File: src/rtl/cdb_arbiter_pkg.sv
// Shared constants for the CDB arbiter slice: tag/data widths, the NULL tag,
// enable levels and a width helper for source indices.
package cdb_arbiter_pkg;

   localparam int ROB_WIDTH         = 4;
   localparam int INSTRUCTION_WIDTH = 32;
   localparam int NULL_TAG          = 0;

   localparam logic ENABLE  = 1'b1;
   localparam logic DISABLE = 1'b0;

   // Width of a source index; never below one bit so a single source still has a port.
   function automatic int src_width(input int n);
      return (n > 1) ? $clog2(n) : 1;
   endfunction

endpackage

File: src/rtl/cdb_arbiter_src_fifo.sv
// Per-source result FIFO: power-of-two depth, naturally wrapping pointers,
// occupancy count one bit wider than the pointers, synchronous flush.
module cdb_src_fifo #(
   parameter int DEPTH = 2,
   parameter int WIDTH = 36
) (
   input  logic                     clk,
   input  logic                     rst_n,
   input  logic                     push,
   input  logic                     pop,
   input  logic                     flush,
   input  logic [WIDTH-1:0]         din,
   output logic [WIDTH-1:0]         dout,
   output logic [$clog2(DEPTH):0]   count
);

   localparam int PTR_W = $clog2(DEPTH);

   logic [WIDTH-1:0] mem [DEPTH];
   logic [PTR_W-1:0] head;
   logic [PTR_W-1:0] tail;

   // Pointer and occupancy bookkeeping; flush empties the queue outright.
   always_ff @(posedge clk or negedge rst_n) begin
      if (!rst_n) begin
         head  <= '0;
         tail  <= '0;
         count <= '0;
      end else if (flush) begin
         head  <= '0;
         tail  <= '0;
         count <= '0;
      end else begin
         if (push) tail <= tail + PTR_W'(1);
         if (pop)  head <= head + PTR_W'(1);
         case ({push, pop})
            2'b10:   count <= count + 1'b1;
            2'b01:   count <= count - 1'b1;
            default: count <= count;
         endcase
      end
   end

   // Storage write; contents need no reset because count gates visibility.
   always_ff @(posedge clk) begin
      if (push && !flush) mem[tail] <= din;
   end

   // Head entry is always presented for the arbiter to pick up.
   always_comb begin
      dout = mem[head];
   end

endmodule

File: src/rtl/cdb_arbiter.sv
// Common data bus arbiter: per-source FIFOs feeding a round-robin scanner
// that broadcasts one (tag, value) result per enabled cycle.
module cdb_arbiter
   import cdb_arbiter_pkg::*;
#(
   parameter int N_SRC      = 2,
   parameter int FIFO_DEPTH = 2,
   parameter int ROB_W      = ROB_WIDTH,
   parameter int DATA_W     = INSTRUCTION_WIDTH
) (
   input  logic                          clk_in,
   input  logic                          rst_in,
   input  logic                          rdy_in,
   input  logic                          rob_flush_in,
   input  logic [N_SRC-1:0]              src_valid_in,
   input  logic [N_SRC*ROB_W-1:0]        src_dest_in,
   input  logic [N_SRC*DATA_W-1:0]       src_value_in,
   output logic [N_SRC-1:0]              src_ready_out,
   output logic                          cdb_en_out,
   output logic [ROB_W-1:0]              cdb_dest_out,
   output logic [DATA_W-1:0]             cdb_value_out,
   output logic [src_width(N_SRC)-1:0]   cdb_src_out
);

   localparam int SRC_W = src_width(N_SRC);
   localparam int CNT_W = $clog2(FIFO_DEPTH) + 1;
   localparam int ENT_W = ROB_W + DATA_W;

   logic [CNT_W-1:0] cnt       [N_SRC];
   logic [ENT_W-1:0] head_data [N_SRC];
   logic [N_SRC-1:0] push;
   logic [N_SRC-1:0] pop;
   logic [N_SRC-1:0] nonempty;

   logic             live;
   logic             flush_en;
   logic [SRC_W-1:0] rr_ptr;
   logic [SRC_W-1:0] rr_next;
   logic [SRC_W-1:0] win;
   logic [SRC_W:0]   cand;
   logic             found;
   logic [ENT_W-1:0] win_entry;

   // Accept side: ready uses the registered count only, NULL tags are swallowed.
   always_comb begin
      live     = rdy_in && !rob_flush_in;
      flush_en = rdy_in && rob_flush_in;
      src_ready_out = '0;
      push          = '0;
      nonempty      = '0;
      for (int unsigned i = 0; i < N_SRC; i++) begin
         nonempty[i]      = (cnt[i] != '0);
         src_ready_out[i] = live && (cnt[i] < CNT_W'(FIFO_DEPTH));
         push[i]          = src_valid_in[i] && src_ready_out[i] &&
                            (src_dest_in[i*ROB_W +: ROB_W] != ROB_W'(NULL_TAG));
      end
   end

   // Round-robin scan from rr_ptr upward, wrapping at N_SRC; first non-empty wins.
   always_comb begin
      found = 1'b0;
      win   = '0;
      cand  = '0;
      for (int unsigned k = 0; k < N_SRC; k++) begin
         cand = {1'b0, rr_ptr} + (SRC_W+1)'(k);
         if (cand >= (SRC_W+1)'(N_SRC)) cand = cand - (SRC_W+1)'(N_SRC);
         if (!found && nonempty[cand[SRC_W-1:0]]) begin
            found = 1'b1;
            win   = cand[SRC_W-1:0];
         end
      end
      rr_next   = (win == SRC_W'(N_SRC - 1)) ? '0 : win + SRC_W'(1);
      win_entry = head_data[win];
   end

   // Pop strobes: only the winner drains, and only in a live cycle.
   always_comb begin
      pop = '0;
      for (int unsigned i = 0; i < N_SRC; i++) begin
         pop[i] = live && found && (win == SRC_W'(i));
      end
   end

   for (genvar g = 0; g < N_SRC; g++) begin : g_src
      cdb_src_fifo #(
         .DEPTH (FIFO_DEPTH),
         .WIDTH (ENT_W)
      ) u_fifo (
         .clk   (clk_in),
         .rst_n (rst_in),
         .push  (push[g]),
         .pop   (pop[g]),
         .flush (flush_en),
         .din   ({src_dest_in[g*ROB_W +: ROB_W], src_value_in[g*DATA_W +: DATA_W]}),
         .dout  (head_data[g]),
         .count (cnt[g])
      );
   end

   // Broadcast registers and rr_ptr; a stall freezes everything, including cdb_en_out.
   always_ff @(posedge clk_in or negedge rst_in) begin
      if (!rst_in) begin
         rr_ptr        <= '0;
         cdb_en_out    <= DISABLE;
         cdb_dest_out  <= '0;
         cdb_value_out <= '0;
         cdb_src_out   <= '0;
      end else if (rdy_in) begin
         if (rob_flush_in) begin
            rr_ptr     <= '0;
            cdb_en_out <= DISABLE;
         end else if (found) begin
            rr_ptr        <= rr_next;
            cdb_en_out    <= ENABLE;
            cdb_dest_out  <= win_entry[ENT_W-1 -: ROB_W];
            cdb_value_out <= win_entry[DATA_W-1:0];
            cdb_src_out   <= win;
         end else begin
            cdb_en_out <= DISABLE;
         end
      end
   end

endmodule

File: config.mk
export PLATFORM = sky130hd
export DESIGN_NAME = cdb_arbiter
export DESIGN_NICKNAME = d
export VERILOG_FILES = /design/src/rtl/cdb_arbiter_pkg.sv /design/src/rtl/cdb_arbiter_src_fifo.sv /design/src/rtl/cdb_arbiter.sv
export SDC_FILE = /design/constraint.sdc
export NUM_CORES = 1
export LEC_CHECK = 0
export CAP_MARGIN = 15
export CORE_MARGIN = 2
export CORE_UTILIZATION = 57
export DETAILED_ROUTE_END_ITERATION = 12
export PLACE_DENSITY = 0.84
export SETUP_SLACK_MARGIN = 0.4
export SYNTH_ARGS = -nofsm -noshare
export SYNTH_HDL_FRONTEND = slang
export SYNTH_SLANG_ARGS = --single-unit
File: constraint.sdc
create_clock -name clk_in -period 9.85 [get_ports clk_in]
set_input_delay 1.4775 -clock clk_in [delete_from_list [all_inputs] [get_ports clk_in]]
set_output_delay 1.4775 -clock clk_in [all_outputs]
set_load 0.01 [all_outputs]
==> impl_metrics.yaml <==
run_status:
  status: "finished, final reports clean"
yosys:
  mappedNetlistArea_mm2: 0.00736
  ys_types: 37
  synth_adder_area_share: 0
  synthSimpleGateAreaFrac: 0.0432
  synth_seq_area_share: 0.747
  async_flop_share: 0.246
  synth-edff-count: 144
  synth_compound_area_frac: 0.0869
  synth_flop_cell: "edfxtp_1"
  synth_warnings: 0
  ys_ff_latch: 191
  synth_top_family_by_area: "multiplexers"
  syn_nets: 491
  synth.area.mux_share: 0.101
  synth_area_per_cell_um2: 17.8
  synth-xor-area-share: 0.00119
  synth_cells: 413
power:
  leakage_uw: 0.00318
  p_sw_uw: 617
  power.share.switching: 0.277
  clkPwrFrac: 0.289
  vdd_drop_max_mv: 0.143
  power_density_mw_per_mm2: 239
  p_seq_frac: 0.471
  p_comb_frac: 0.240
  p_int_uw: 1610
worst_setup_path:
  critical_path_class: "primary input to output pin"
  cp-startpoint: "rdy_in"
  cp-start-kind: "primary input"
  slowest_delay_ns: 0.77
  crit_path_top_delay_cell: "clkdlybuf4s50_1"
  r2r_end: "cdb_value_out[30]"
  cp-endpoint: "src_ready_out[0]"
  r2r_start: "g_src[1].u_fifo.count[1]"
  reg2reg_slack_ns: 7.43
  worst_path_most_repeated_cell: "clkdlybuf4s50_1"
  crit_path_cell_trace: "clkdlybuf4s50_1 -> nor3b_4 -> clkdlybuf4s50_1"
  cp.required_ns: 8.37
  r2r_cells: 5
  critPathMaxFanout: 11
  cp.arrival_ns: 3.16
  cp-end-kind: "output pin"
run:
  cap_violations: 0
clock_network:
  clk-insertion-delay-late_ns: 0.44
  clockBufferDepth: 2
  cts_tree: "done"
  cts_buffers: 17
  clock-sinks: 191
  cts-root-buf: "clkbuf_16"
  post_cts_buffers: 0
  htree_levels: 4
  clk_pin_slew_worst_paths_ns: 0.06
  cts_hold_buf: 0
  ctsResizeCount: 0
sta:
  grt_setup_unrepaired: "false"
  min_period_ns: 4.63
  finalCritPeriodShare: 0.470
  tightest_slew_ns: 1.14
  hold_viol_final: 0
  fin_worst_skew_ns: 0.0127
  slew_headroom: 0.240
  fmax_mhz: 216
  slew_viol_final: 0
  fin_tns_setup_ns: 0
  setup_viol: 0
detailed_routing:
  remaining_drc_errors: 0
  drtIter0Drc: 306
  vias: 4146
  ant_nets: 0
  wirelength_um: 15000
  wl_per_cell_um: 20.8
  drtPass1Iterations: 4
  via_per_inst: 5.75
placed_design:
  hpwl_um: 9170
  io_buffers: 117
  gp_congestion: 0.803
  place_inst: 685
hold_path:
  hp-class: "flip-flop to flip-flop"
die:
  rows: 41
  io_pins: 118
  die_h_um: 118
  start_util: 0.583
  core-area_mm2: 0.0126
  dieArea_mm2: 0.0138
  die_w_um: 118
final_layout:
  finalNetCount: 614
  drive_gt1_frac: 0.153
  area_growth_pct: 26.5
  diodes: 0
  layout.cells.non_filler: 721
global_routing:
  grt_pass1_vias: 4519
  antenna_found_initial: 0
  track_usage: 0.225
  grt_max_degree: 39
  grt_first_pass_wirelength_um: 23500
  grt_overflow: 0
-- placed cells by master, fill, tap and decap left out, types with 3 or more instances in the layout --
cell	instances
o221ai_2	30
o21ai_0	6
dfrtp_1	45
mux2i_1	74
nor2_1	6
nand2_1	43
edfxtp_1	144
inv_1	3
clkinvlp_4	6
buf_4	6
o221ai_1	6
clkbuf_16	17
clkinv_4	3
clkdlybuf4s50_1	116
a21oi_1	3
-- stage by stage --
stage	hold WS (ns)	utilization	instance area, um^2	setup WS [ns]	total power (uW)
finish	0.491	0.738	9310	5.22	2230
global route	0.511	0.738	9310	5.13	2320
CTS	0.492	0.732	9240	5.22	2230
detailed placement	0.471	0.688	8680	5.23	1590
global placement	0.474	0.688	8680	5.29	1570
floorplan	0.480	-	7360	4.18	1340
-- critical path, delay by kind of cell --
| kind | cells | cell delay, ns |
|---|---|---|
| buf+inv | 2 | 1.35 |
| simple gates | 1 | 0.33 |
-- worst min path at each step --
| stage | slack (ns) | startpoint | endpoint | cells past startpoint |
|---|---|---|---|---|
| after detailed placement | 0.47 | cdb_value_out[22] | cdb_value_out[22] | 2 |
| final | 0.49 | cdb_value_out[22] | cdb_value_out[22] | 2 |
| after CTS | 0.49 | cdb_value_out[21] | cdb_value_out[21] | 2 |
| after global placement | 0.47 | cdb_value_out[15] | cdb_value_out[15] | 2 |
| after floorplan | 0.48 | g_src[0].u_fifo.tail | g_src[0].u_fifo.tail | 1 |
| after global routing | 0.51 | cdb_value_out[21] | cdb_value_out[21] | 2 |
-- cell families (layout without fill, tap and decap cells) --
family | Yosys count | in the layout
AO/OA/AOI/OAI | 55 | 55
XOR/XNOR | 1 | 1
buffers and inverters | 25 | 161
flip-flops | 191 | 191
multiplexers | 74 | 74
AND/OR/NAND/NOR | 67 | 67
-- sequential cells by signal, indices dropped and copies added (netlist names) --
signal / flops
g_src.u_fifo.count: 4
g_src.u_fifo.tail: 2
g_src.u_fifo.head: 2
cdb_value_out: 32
g_src.u_fifo.mem: 144
rr_ptr: 1
cdb_en_out: 1
cdb_dest_out: 4
cdb_src_out: 1
-- power by group through the flow --
stage	combinational, uW	clock [uW]	sequential (uW)
CTS	520	649	1060
floorplan	277	0	1060
global placement	499	0	1070
global route	574	683	1060
detailed placement	516	0	1080
finish	536	643	1050
-- layer usage --
layer | wire length (um) | vias to the layer above | track usage
met2 | 7520 | 180 | 0.369
met4 | 299 | 0 | 0.0934
li1 | - | 1861 | -
met1 | 6110 | 2078 | 0.285
met3 | 1100 | 27 | 0.0625
met5 | 0 | - | 0
-- synth_stat cells, types with 2 or more instances --
library cell,count,area [um^2]
buf_4,4,30.0
o221ai_1,6,52.6
inv_1,3,11.3
edfxtp_1,144,4320
nand3_1,3,15.0
a21oi_1,3,15.0
buf_2,12,60.1
o21bai_1,2,15.0
o21ai_0,6,30.0
nand2_1,43,161
clkbuf_1,2,7.51
nor3_1,2,10.0
dfrtp_1,47,1180
o221ai_2,30,450
mux2i_1,74,741
nor2_1,8,30.0
buf_6,4,45.0
-- final cells by class --
class	count	area (um^2)
tap	172	215
timing repair buffer	126	1280
multi-input combinational	197	1740
clock buffer	20	447
fill	772	3310
clock inverter	12	115
inverter	3	11.3
sequential	191	5500
Power figures use the tool's default switching activity.
==> variant, RTL diff (same settings) <==
Reset style: synchronous (`rst_in` and `rst_n`), changed in 2 clocked blocks.
--- a/src/rtl/cdb_arbiter_src_fifo.sv
+++ b/src/rtl/cdb_arbiter_src_fifo.sv
@@ -21,7 +21,7 @@
    logic [PTR_W-1:0] tail;
 
    // Pointer and occupancy bookkeeping; flush empties the queue outright.
-   always_ff @(posedge clk or negedge rst_n) begin
+   always_ff @(posedge clk) begin
       if (!rst_n) begin
          head  <= '0;
          tail  <= '0;
--- a/src/rtl/cdb_arbiter.sv
+++ b/src/rtl/cdb_arbiter.sv
@@ -98,7 +98,7 @@
    end
 
    // Broadcast registers and rr_ptr; a stall freezes everything, including cdb_en_out.
-   always_ff @(posedge clk_in or negedge rst_in) begin
+   always_ff @(posedge clk_in) begin
       if (!rst_in) begin
          rr_ptr        <= '0;
          cdb_en_out    <= DISABLE;
Behaviour: differs if rst_in is asserted again (counterexample within 4 cycles, from zero or initial values and one cycle with rst_in low); with rst_in held inactive, the same outputs for 4 cycles.
==> variant against the unedited design <==
- sequential cell count is 2 higher
- largest cell class unchanged
- setup slack better by 0.16 ns
- synthesized area is 3.5% lower
- final cell count is 0.83% lower
- wire length is 4.7% lower
- design area is 3.1% lower
- first-iteration DRC count is 12% lower
Power is not compared: it rests on default switching activity, and its combinational part moved more than twofold at a synthesized area within 25%.
==> variant: results (changes against the unedited design) <==
\begin{tabular}{lr}
\hline
Metric & Value \\
\hline
\multicolumn{2}{l}{\textbf{Synthesis}} \\
\quad Nets in the synthesized netlist & 494 (was 491) \\
\quad Proportion of synthesized flip-flops having asynchronous set or reset & 0 (was 0.246) \\
\quad Ranking of synthesized cells by instance count & 144 x sky130\_fd\_sc\_hd\_\_edfxtp\_1, 72 x sky130\_fd\_sc\_hd\_\_mux2i\_1, 49 x sky130\_fd\_sc\_hd\_\_dfxtp\_1 (was 144 x sky130\_fd\_sc\_hd\_\_edfxtp\_1, 74 x sky130\_fd\_sc\_hd\_\_mux2i\_1, 47 x sky130\_fd\_sc\_hd\_\_dfrtp\_1) \\
\quad Top post-synthesis cells by area & sky130\_fd\_sc\_hd\_\_edfxtp\_1 61\%, sky130\_fd\_sc\_hd\_\_dfxtp\_1 14\%, sky130\_fd\_sc\_hd\_\_mux2i\_1 10\% (was sky130\_fd\_sc\_hd\_\_edfxtp\_1 59\%, sky130\_fd\_sc\_hd\_\_dfrtp\_1 16\%, sky130\_fd\_sc\_hd\_\_mux2i\_1 10\%) \\
\quad Per-instance average area after synthesis & 17.2 µm² (was 17.8 µm²) \\
\quad Part of the Yosys area used for sequential elements & 0.747 (about the same) \\
\multicolumn{2}{l}{\textbf{Setup path}} \\
\quad RR Endpoint & g\_src[0].u\_fifo.mem[1][24] (was cdb\_value\_out[30]) \\
\quad Critical path peak fanout & 6 (was 11) \\
\quad Cells on worst reg2reg path & 3 (was 5) \\
\quad Start of the worst register-to-register path & g\_src[0].u\_fifo.count[1] (was g\_src[1].u\_fifo.count[1]) \\
\quad Worst reg-to-reg setup slack & 7.65 ns (was 7.43 ns) \\
\quad Slowest Stage Delay on Critical Path & 0.61 ns (was 0.77 ns) \\
\multicolumn{2}{l}{\textbf{Route}} \\
\quad Iteration-0 DRC count of the detailed router & 268 (was 306) \\
\quad Total via count after detailed routing & 4018 (was 4146) \\
\quad WL final & 14.3 mm (was 15.0 mm) \\
\multicolumn{2}{l}{\textbf{Global routing}} \\
\quad Largest net degree at the start of global routing & 37 (was 39) \\
\quad Via count of the first global-routing pass & 4156 (was 4519) \\
\quad First-pass GRT wire length & 21.5 mm (was 23.5 mm) \\
\multicolumn{2}{l}{\textbf{STA}} \\
\quad Worst slew slack as a fraction of its limit & 0.202 (was 0.240) \\
\quad Worst hold margin & 0.451 ns (was 0.491 ns) \\
\quad Setup Skew & 0.00538 ns (was 0.0127 ns) \\
\multicolumn{2}{l}{\textbf{Placed design}} \\
\quad Total instance count after detailed placement & 679 (was 685) \\
\quad RePlAce Congestion & 0.785 (was 0.803) \\
\quad Post-DP HPWL & 8.54 mm (was 9.17 mm) \\
\multicolumn{2}{l}{\textbf{Cells and area}} \\
\quad Proportion of layout cells with a drive suffix above 1 & 0.0914 (was 0.153) \\
\multicolumn{2}{l}{\textbf{Outcome}} \\
\quad Outcome & completed (unchanged) \\
\multicolumn{2}{l}{\textbf{Clock network}} \\
\quad Skew-Pair Late Insertion Delay & 0.42 ns (was 0.44 ns) \\
\hline
\end{tabular}
variant: routing by layer:
metal / vias up / track usage / part of all wire
met5: - / 0 / 0
met4: 0 / 0.0857 / 0.015
met3: 19 / 0.0502 / 0.052
met2: 120 / 0.391 / 0.52
met1: 2033 / 0.268 / 0.41
li1: 1846 / - / -
variant: kinds of logic after synthesis:
kind of cell | Yosys count | synth area share
xor+xnor | 8 | 0.00987
flops | 193 | 0.747
mux | 72 | 0.101
compound gates | 84 | 0.0846
buf+inv | 23 | 0.0248
fa+ha+maj | 2 | 0.00352
simple gates | 32 | 0.0287
variant: power by group through the flow:
stage               Sequential [mW]  Combinational (mW)  Clock, mW
finish                        0.897              0.0846      0.685
detailed placement            0.916              0.0814          0
floorplan                     0.914              0.0332          0
CTS                           0.898              0.0819      0.694
global route                  0.898              0.0900      0.726
global placement              0.914              0.0781          0
variant: worst min path at each step:
stage	cells past startpoint	endpoint	from
after floorplan	2	flip-flop	g_src[1].u_fifo.head
after global placement	1	cdb_value_out[17]	cdb_value_out[17]
after detailed placement	1	cdb_value_out[15]	cdb_value_out[15]
after CTS	1	cdb_value_out[10]	cdb_value_out[10]
after global routing	1	cdb_value_out[15]	cdb_value_out[15]
final	1	cdb_value_out[15]	cdb_value_out[15]
variant: final cells by class:
| cell class | instances | area share |
|---|---|---|
| Tap cell | 168 | 0.0233 |
| Clock inverter | 14 | 0.0184 |
| Multi-Input combinational cell | 198 | 0.182 |
| Clock buffer | 18 | 0.0476 |
| Sequential cell | 193 | 0.588 |
| Inverter | 3 | 0.00125 |
| Timing Repair Buffer | 121 | 0.140 |
variant: per-stage QoR:
step	setup slack [ns]	area, µm²
6_report	5.37	9020
4_1_cts	5.42	8930
3_5_place_dp	5.44	8340
5_1_grt	5.29	9020
3_3_place_gp	5.53	8340
2_1_floorplan	5.73	7100
